[src/rtl/cordic_pkg.sv]
// Shared constants, arctangent table, FSM state type and gain-compensation
// shift list for the CORDIC vectoring engine.
package cordic_pkg;

    localparam int PHI_W = 13;

    // Quarter-turn pre-rotation angles in phi LSBs (pi/4096)
    localparam logic signed [PHI_W-1:0] PRE_ROT_POS = 13'sd2048;
    localparam logic signed [PHI_W-1:0] PRE_ROT_NEG = -13'sd2048;

    typedef enum logic [1:0] {
        S_IDLE,
        S_ROT,
        S_COMP,
        S_DONE
    } state_t;

    // K ~= x/2 + x/8 - x/64 - x/512 - x/4096
    localparam int COMP_TERMS = 5;
    localparam int COMP_SHIFT [COMP_TERMS] = '{1, 3, 6, 9, 12};
    localparam logic [COMP_TERMS-1:0] COMP_NEG = 5'b11100;

    function automatic logic signed [PHI_W-1:0] atan_lut(input logic [3:0] i);
        case (i)
            4'd0:    return 13'sd1024;
            4'd1:    return 13'sd605;
            4'd2:    return 13'sd319;
            4'd3:    return 13'sd162;
            4'd4:    return 13'sd81;
            4'd5:    return 13'sd41;
            4'd6:    return 13'sd20;
            4'd7:    return 13'sd10;
            4'd8:    return 13'sd5;
            4'd9:    return 13'sd3;
            4'd10:   return 13'sd1;
            4'd11:   return 13'sd1;
            default: return 13'sd0;
        endcase
    endfunction

endpackage

[src/rtl/vec_micro_rot.sv]
// One combinational CORDIC vectoring micro-rotation: drives y toward zero
// and accumulates the applied angle into z.
module vec_micro_rot
    import cordic_pkg::*;
#(
    parameter int XW = 18
) (
    input  logic [XW-1:0]    x,
    input  logic [XW-1:0]    y,
    input  logic [PHI_W-1:0] z,
    input  logic [3:0]       i,
    output logic [XW-1:0]    x_next,
    output logic [XW-1:0]    y_next,
    output logic [PHI_W-1:0] z_next
);

    logic signed [XW-1:0]    xs, ys, x_sh, y_sh;
    logic signed [PHI_W-1:0] zs, atan_i;

    assign xs     = $signed(x);
    assign ys     = $signed(y);
    assign zs     = $signed(z);
    assign x_sh   = xs >>> i;
    assign y_sh   = ys >>> i;
    assign atan_i = atan_lut(i);

    always_comb begin
        if (!ys[XW-1]) begin
            x_next = xs + y_sh;
            y_next = ys - x_sh;
            z_next = zs + atan_i;
        end else begin
            x_next = xs - y_sh;
            y_next = ys + x_sh;
            z_next = zs - atan_i;
        end
    end

endmodule

[src/rtl/cordic_vector_engine.sv]
// Iterative CORDIC vectoring engine: returns angle and magnitude of (x, y).
// Define CORDIC_GAIN_COMP_EN to add a COMP state that scales the magnitude by K.
module cordic_vector_engine
    import cordic_pkg::*;
#(
    parameter int ITER = 13,
    parameter int W    = 16
) (
    input  logic             clk,
    input  logic             rst,
    input  logic             in_valid,
    output logic             in_ready,
    input  logic [W-1:0]     x_in,
    input  logic [W-1:0]     y_in,
    output logic             out_valid,
    input  logic             out_ready,
    output logic [PHI_W-1:0] phi_out,
    output logic [W-1:0]     mag_out
);

    localparam int XW = W + 2;

    state_t                  state;
    logic [3:0]              cnt;
    logic signed [XW-1:0]    x_p0, y_p0;
    logic signed [PHI_W-1:0] z_p0;
    logic                    zero_p0;

    logic signed [XW-1:0]    x_ext, y_ext, x_pre, y_pre;
    logic signed [PHI_W-1:0] z_pre;
    logic [XW-1:0]           x_nx, y_nx;
    logic [PHI_W-1:0]        z_nx;
    logic                    xfer;

`ifdef CORDIC_GAIN_COMP_EN
    function automatic logic [W-1:0] gain_comp(input logic signed [XW-1:0] v);
        logic signed [XW-1:0] acc;
        acc = '0;
        for (int k = 0; k < COMP_TERMS; k++) begin
            if (COMP_NEG[k]) acc = acc - (v >>> COMP_SHIFT[k]);
            else             acc = acc + (v >>> COMP_SHIFT[k]);
        end
        return acc[W-1:0];
    endfunction
`else
    function automatic logic [W-1:0] sat_mag(input logic signed [XW-1:0] v);
        if (v[XW-1])                                 return '0;
        else if (v > $signed({2'b00, {W{1'b1}}}))    return '1;
        else                                         return v[W-1:0];
    endfunction
`endif

    assign xfer  = in_valid && in_ready;
    assign x_ext = {{2{x_in[W-1]}}, x_in};
    assign y_ext = {{2{y_in[W-1]}}, y_in};

    // Fold the left half-plane onto the right with a +/-90 degree turn
    always_comb begin
        x_pre = x_ext;
        y_pre = y_ext;
        z_pre = '0;
        if (x_ext[XW-1]) begin
            if (!y_ext[XW-1]) begin
                x_pre = y_ext;
                y_pre = -x_ext;
                z_pre = PRE_ROT_POS;
            end else begin
                x_pre = -y_ext;
                y_pre = x_ext;
                z_pre = PRE_ROT_NEG;
            end
        end
    end

    vec_micro_rot #(.XW(XW)) u_rot (
        .x      (x_p0),
        .y      (y_p0),
        .z      (z_p0),
        .i      (cnt),
        .x_next (x_nx),
        .y_next (y_nx),
        .z_next (z_nx)
    );

    // p0: working vector, loaded on transfer and updated each ROT cycle
    always_ff @(posedge clk) begin
        if (state == S_IDLE && xfer) begin
            x_p0    <= x_pre;
            y_p0    <= y_pre;
            z_p0    <= z_pre;
            zero_p0 <= (x_in == '0) && (y_in == '0);
        end else if (state == S_ROT) begin
            x_p0 <= $signed(x_nx);
            y_p0 <= $signed(y_nx);
            z_p0 <= $signed(z_nx);
        end
    end

    always_ff @(posedge clk) begin
        if (rst) begin
            state     <= S_IDLE;
            in_ready  <= 1'b1;
            out_valid <= 1'b0;
            phi_out   <= '0;
            mag_out   <= '0;
            cnt       <= '0;
        end else begin
            case (state)
                S_IDLE: begin
                    if (in_valid) begin
                        state    <= S_ROT;
                        in_ready <= 1'b0;
                        cnt      <= '0;
                    end
                end
                S_ROT: begin
                    cnt <= cnt + 4'd1;
                    if (cnt == 4'(ITER - 1)) begin
`ifdef CORDIC_GAIN_COMP_EN
                        state <= S_COMP;
`else
                        state     <= S_DONE;
                        out_valid <= 1'b1;
                        phi_out   <= zero_p0 ? '0 : z_nx;
                        mag_out   <= zero_p0 ? '0 : sat_mag($signed(x_nx));
`endif
                    end
                end
`ifdef CORDIC_GAIN_COMP_EN
                S_COMP: begin
                    state     <= S_DONE;
                    out_valid <= 1'b1;
                    phi_out   <= zero_p0 ? '0 : z_p0;
                    mag_out   <= zero_p0 ? '0 : gain_comp(x_p0);
                end
`endif
                S_DONE: begin
                    if (out_ready) begin
                        state     <= S_IDLE;
                        out_valid <= 1'b0;
                        in_ready  <= 1'b1;
                    end
                end
                default: begin
                    state     <= S_IDLE;
                    in_ready  <= 1'b1;
                    out_valid <= 1'b0;
                end
            endcase
        end
    end

endmodule

[config.mk]
export PLATFORM = sky130hd
export DESIGN_NAME = cordic_vector_engine
export DESIGN_NICKNAME = d
export VERILOG_FILES = /design/src/rtl/cordic_pkg.sv /design/src/rtl/vec_micro_rot.sv /design/src/rtl/cordic_vector_engine.sv
export SDC_FILE = /design/constraint.sdc
export NUM_CORES = 1
export LEC_CHECK = 0
export CAP_MARGIN = 20
export CORE_MARGIN = 3
export CORE_UTILIZATION = 40
export DETAILED_ROUTE_END_ITERATION = 16
export DONT_BUFFER_PORTS = 1
export SETUP_SLACK_MARGIN = 0.02
export SLEW_MARGIN = 40
export SYNTH_ARGS = -nofsm -noshare
export SYNTH_HDL_FRONTEND = slang
export SYNTH_SLANG_ARGS = --single-unit
[constraint.sdc]
create_clock -name clk -period 10.6 [get_ports clk]
set_input_delay 1.06 -clock clk [delete_from_list [all_inputs] [get_ports clk]]
set_output_delay 1.06 -clock clk [all_outputs]
set_load 0.005 [all_outputs]
* After elaboration in Yosys (flattened, before gate mapping)
Memory sizes are Yosys's and may differ from the RTL's. A register that Yosys moved wholly into a read port is not among the register bits.
Cells that the tools add are included.
** Word-level totals
- Flip-flop bits (word level) :: 87
- ROM bits :: 176
- Input bits :: 36
- Output and inout port bits :: 31
- Word-level logic and storage cells :: 77
- Memories :: 1
** Memory list
- (name not given) :: words 16, width 11, rd ports 1, clocked after memory_dff 1, wr ports 0, RTL line cordic_pkg.sv:24 : case (i)
** Cells by class
- Add/sub/neg operators :: 9
- Order comparisons :: 1
- Eq/ne operators :: 6
- Shift operators :: 2
- Muxes and demuxes :: 33
- Bitwise logic cells :: 2
- Reduce and logical (&&, ||, !) cells :: 13
** Operators by type and width (count)
- $mux W18 :: 10
- $mux W13 :: 6
- $mux W16 :: 3
- $add A18 B18 Y18 :: 2
- $neg A16 Y18 :: 2
- $sshr A18 B4 Y18 :: 2
- $sub A18 B18 Y18 :: 2
- $logic_not A16 Y1 :: 2
- $gt A18 B17 Y1 const B :: 1
- $add A13 B13 Y13 :: 1
- $sub A13 B13 Y13 :: 1
- $mux W4 :: 3
- $reduce_and A3 Y1 :: 3
- $pmux W4 S2 :: 1
- $mux W2 :: 3
- $pmux W1 S3 :: 2
- $pmux W2 S3 :: 1
- $add A4 B1 Y4 const B :: 1
- $eq A4 B4 Y1 const B :: 1
- $mux W1 :: 4
- $ne A2 B2 Y1 const B :: 2
- $reduce_and A2 Y1 :: 2
- $reduce_bool A2 Y1 :: 2
- $logic_and A1 B1 Y1 :: 3
- other kinds (5) :: 6

* Logic depth before layout (Yosys ltp)
- Depth after elaboration :: 7
- Mapped depth :: 24
- Gate-level depth less buffers :: 21

* By module
A second synthesis with hierarchy kept.
** Second synthesis, totals
- Cells, all modules :: 1134
- Area, all modules :: 9781.9 um^2
** Modules (own cells, without submodules)
- vec_micro_rot :: instances 1, cells an instance 675, area each 5357.6 um^2, sequential area each 0.0 um^2
- cordic_vector_engine :: instances 1, cells an instance 459, area each 4424.2 um^2, sequential area each 2242.2 um^2

* Worst setup path after synthesis
Ideal clock, no wire load.
- Path type :: register -> register
- From :: reg cnt[3]
- To :: reg mag_out[11]
- Arrival time :: 4.844 ns
- Path slack :: 5.638 ns
- Cell stages (with the launch flop) :: 24
- Buffers on the path :: 5
- Path through :: dfxtp_1 clkbuf_1 buf_2 inv_1 buf_1 clkbuf_1 mux2i_1 o21a_1 ha_1 a31oi_1 a21oi_1 xnor2_1 o22ai_1 ha_1 a21oi_1 o21ai_0 a21o_1 a22o_1 o311ai_0 mux2i_1 and2_1 clkbuf_1 nand2_1 a32o_1
** On the way
- Cells in the longest elaborated chain, start to end :: 7
- Elaborated cells on any way between the ends :: 10
** RTL lines
- start, declared :: RTL line cordic_vector_engine.sv:24 : logic [3:0] cnt;
- start signal, assigned :: RTL line cordic_vector_engine.sv:117 : cnt <= cnt + 4'd1;
- $sshr A18 B4 Y18 :: RTL line vec_micro_rot.sv:24 : assign y_sh = ys >>> i;
- $add A18 B18 Y18 or $sub A18 B18 Y18 (tied branches) :: RTL line vec_micro_rot.sv:29, vec_micro_rot.sv:33
- $mux W18 :: RTL line vec_micro_rot.sv:28 : if (!ys[XW-1]) begin
- $gt A18 B17 Y1 :: RTL line cordic_vector_engine.sv:48 : else if (v > $signed({2'b00, {W{1'b1}}})) return '1;
- $mux W16 :: RTL line cordic_vector_engine.sv:48
- $mux W16 :: RTL line cordic_vector_engine.sv:47 : if (v[XW-1]) return '0;
- $mux W16 :: RTL line cordic_vector_engine.sv:125 : mag_out <= zero_p0 ? '0 : sat_mag($signed(x_nx));
- end signal, assigned :: RTL line cordic_vector_engine.sv:125
- end, declared :: RTL line cordic_vector_engine.sv:18 : output logic [W-1:0] mag_out
Parallel ways exist; a longest one is shown, timed or not.
A chain may end at the register's enable or synchronous reset.

* Worst setup path in the final report
- From :: reg cnt[1]
- To :: reg mag_out[8]
The elaborated chain is that of the path after synthesis.

==> Flow_metrics.wiki <==
{| class="wikitable"
! Metric !! Value
|-
| Critical path endpoint category || register
|-
| Largest clock skew in the final design || 0.01166 ns
|-
| TritonCTS clock tree || done
|-
| Count of instances resized after the clock tree is built || 0
|-
| Average detailed-routed wire length per instance || 19.68 um
|-
| Clock period minus final worst setup slack || 5.768 ns
|-
| R2r startpoint || cnt[1]
|-
| Data arrival, critical path || 6.01 ns
|-
| Cell Area, Synth || 9557 um^2
|-
| Final critical-path share of the clock period || 0.5441
|-
| Most area-hungry cell type in the Yosys netlist || edfxtp_1
|-
| Slew Viols, Final || 0
|-
| HPWL after detailed placement || 20,690 um
|-
| Most used cells in the layout excluding fill and tap cells || nand2_1 (115), nor2_1 (110), o21ai_0 (89), a21oi_1 (84), ha_1 (57)
|-
| Sum of negative setup slack || 0 ns
|-
| Peak Freq || 173.4 MHz
|-
| TritonCTS buffer count || 9
|-
| Die span in x || 160.6 um
|-
| Root buffer cell || clkbuf_16
|-
| H-tree lvl count || 3
|-
| Post-CTS Setup Inserts || 0
|-
| Global Route Usage Sum || 0.2095
|-
| Initial core utilization || 0.4145
|-
| Commonest non-fill, non-tap cell in the layout || nand2_1
|-
| Router iterations before antenna repair || 5
|-
| Startpoint type of the worst setup path || register
|-
| IO Count || 67
|-
| Launching element of the worst setup path || cnt[1]
|-
| Antenna Nets Post-Route || 0
|-
| Setup violation total in the final timing report || 0
|-
| Synth top area share || 0.1571
|-
| Worst-path maximum fanout || 53
|-
| Share of the yosys chip area belonging to registers || 0.2577
|-
| Pin count of the biggest net entering global routing || 65
|-
| Synth top area cells || edfxtp_1 (16%), dfxtp_1 (10%), mux4_2 (7.8%)
|-
| Total of flip-flops plus latches after synthesis || 98
|-
| Async set or reset register ratio after synthesis || 0
|-
| Critical path, cell by cell || buf_4, mux4_2, and2_1, a21o_1, nand2_1, o21ai_0, inv_1, ha_1, a31oi_1, a21oi_1, xnor2_1, o22ai_1, ha_1, a21oi_1, o21ai_0, a21o_1, a22o_1, o311ai_0, mux2i_1, and2_1, nand2_1, a32o_1
|-
| Unrepaired setup endpoints after global routing || no
|-
| Via count of the first global-routing pass || 7,931
|-
| Ratio of routed vias to standard cells || 6.046
|-
| # clock sinks || 98
|-
| Post-Syn Nets || 1,234
|-
| Data required time at the worst endpoint || 10.84 ns
|-
| Total detailed-routing wirelength || 27,800 um
|-
| Buffers added on ports || 0
|-
| Routability cong. || 0.9352
|-
| Worst slew margin || 0.4797
|-
| Final-layout fill cell count || 2,334
|-
| Signed area change from the synthesized netlist to the final layout || 5.250%
|-
| Std cell rows || 55
|-
| Critical path's top delay family || compound AO/OA/AOI/OAI gates
|-
| Routed vias || 8,543
|-
| Depth of the worst register-to-register path || 22
|-
| Average footprint of a synthesized cell || 8.398 um^2
|-
| Total number of cells along the worst setup path || 22
|-
| Placeable core region || 23,050 um^2
|-
| Hold Buf Count CTS || 0
|-
| Nets || 1,190
|-
| Setup CP Type || reg2reg
|-
| Main synth FF type || edfxtp_1
|-
| Global-route wire length before repair || 43,600 um
|-
| Number of enable flip-flop cells after synthesis || 50
|-
| Post-synthesis cell type count || 73
|-
| Die outline height || 160.6 um
|-
| Count of synthesis-stage warnings from yosys || 0
|-
| Reg-to-reg setup timing slack || 4.83 ns
|-
| Number of antenna violations at the first check in global routing || 0
|-
| Buffer levels on the longest clock path || 2
|-
| Critical path buffer and inverter count || 2
|-
| Run status || complete, no violations
|-
| Slew at the pin with the worst max-slew slack || 0.7796 ns
|-
| Final count of hold timing violations || 0
|-
| Number of violations reported at the end of detailed-routing iteration 0 || 654
|-
| Clock latency at the later pin of the worst-skew pair || 0.35 ns
|-
| Die area || 25,780 um^2
|-
| R2r endpoint || mag_out[8]
|-
| Slowest cell delay on critical path || 0.58 ns
|-
| Cell at the slowest stage of the critical path || mux4_2
|-
| Share of layout cells above drive strength 1 || 0.08007
|-
| Maximum Capacitance Violations || 0
|-
| Worst Setup EP || mag_out[8]
|-
| Clock transition at the register clock pins on the worst setup and hold paths after CTS || 0.07 ns
|-
| Overflow left after global routing || 0
|-
| Number of cells produced by synthesis || 1,138
|-
| Drt drc || 0
|-
| Hold WC Path Type || reg2reg
|}
==> worst min path at each step <==
stage | start | slack, ns | to | cells past startpoint
final | mag_out[12] | 0.48 | mag_out[12] | 2
after global routing | mag_out[10] | 0.51 | mag_out[10] | 2
after CTS | mag_out[12] | 0.48 | mag_out[12] | 2
after detailed placement | mag_out[12] | 0.47 | mag_out[12] | 2
after global placement | mag_out[12] | 0.47 | mag_out[12] | 2
after floorplan | phi_out[11] | 0.45 | phi_out[11] | 2
==> area by class of cell <==
cell class	instances	area (um^2)	share of cell area
antenna	1	2.502	0.0002488
clock buffer	11	242.7	0.02413
clock inverter	5	61.31	0.006095
inverter	40	150.1	0.01493
multi-input combinational	934	6660	0.6621
sequential	98	2467	0.2453
tap	313	391.6	0.03894
timing repair buffer	11	82.58	0.008210
==> state kept, by name, summed over array words and instances, names as in the netlist <==
name,count
in_ready,1
zero_p0,1
mag_out,16
phi_out,13
out_valid,1
x_p0,18
state,2
u_rot.atan_i,11
cnt,4
z_p0,13
y_p0,18
==> worst register-to-register path, stage by stage (launching register included) <==
cell	delay, ns
dfxtp_2	0.32
buf_4	0.56
mux4_2	0.60
and2_1	0.20
a21o_1	0.19
nand2_1	0.07
o21ai_0	0.10
inv_1	0.09
ha_1	0.23
a31oi_1	0.15
a21oi_1	0.26
xnor2_1	0.15
o22ai_1	0.10
ha_1	0.38
a21oi_1	0.21
o21ai_0	0.13
a21o_1	0.19
a22o_1	0.21
o311ai_0	0.43
mux2i_1	0.28
and2_1	0.45
nand2_1	0.12
a32o_1	0.27
==> synth_stat cells (all sizes together) (34+ instances only) <==
cell type / n
inv: 39
clkbuf: 42
nand2: 115
dfxtp: 48
a21oi: 84
xor2: 41
nor3: 34
edfxtp: 50
o21ai: 89
nor2: 110
xnor2: 53
ha: 57
==> layer usage <==
metal  vias up  track usage  part of all wire
met4         0      0.06509             0.025
met1      4042       0.3047              0.47
met2       313       0.3131              0.43
met3        40      0.04101             0.075
met5         -            0                 0
li1       4148            -                 -
==> kinds of logic (layout without fill, tap and decap cells) <==
kind of cell               after synthesis  after routing  synth area share
AOI/OAI and AO/OA                      343            343            0.2311
xor gates and xnor gates                94             94           0.08615
adders and majority gates               60             60           0.08091
buffers and inverters                  106             67           0.04700
DFF                                     98             98            0.2577
muxes                                   72             72            0.1206
other                                    0              1                 0
and+or+nand+nor                        365            365            0.1766
==> metrics by stage <==
| step | cells | hold slack [ns] | area (um^2) | util | worst slack [ns] |
|---|---|---|---|---|---|
| after floorplan | 1138 | 0.4487 | 9557 | - | 5.638 |
| after global placement | 1396 | 0.4715 | 9737 | 0.4224 | 4.719 |
| after detailed placement | 1396 | 0.4734 | 9752 | 0.4230 | 4.913 |
| after CTS | 1412 | 0.4830 | 10060 | 0.4362 | 4.877 |
| after global routing | 1412 | 0.5073 | 10060 | 0.4362 | 4.375 |
| final | 1413 | 0.4787 | 10060 | 0.4363 | 4.832 |
Power is left out: the tool's default activity adds up to more than one toggle a clock period on the data nets, which glitch-free logic cannot reach.
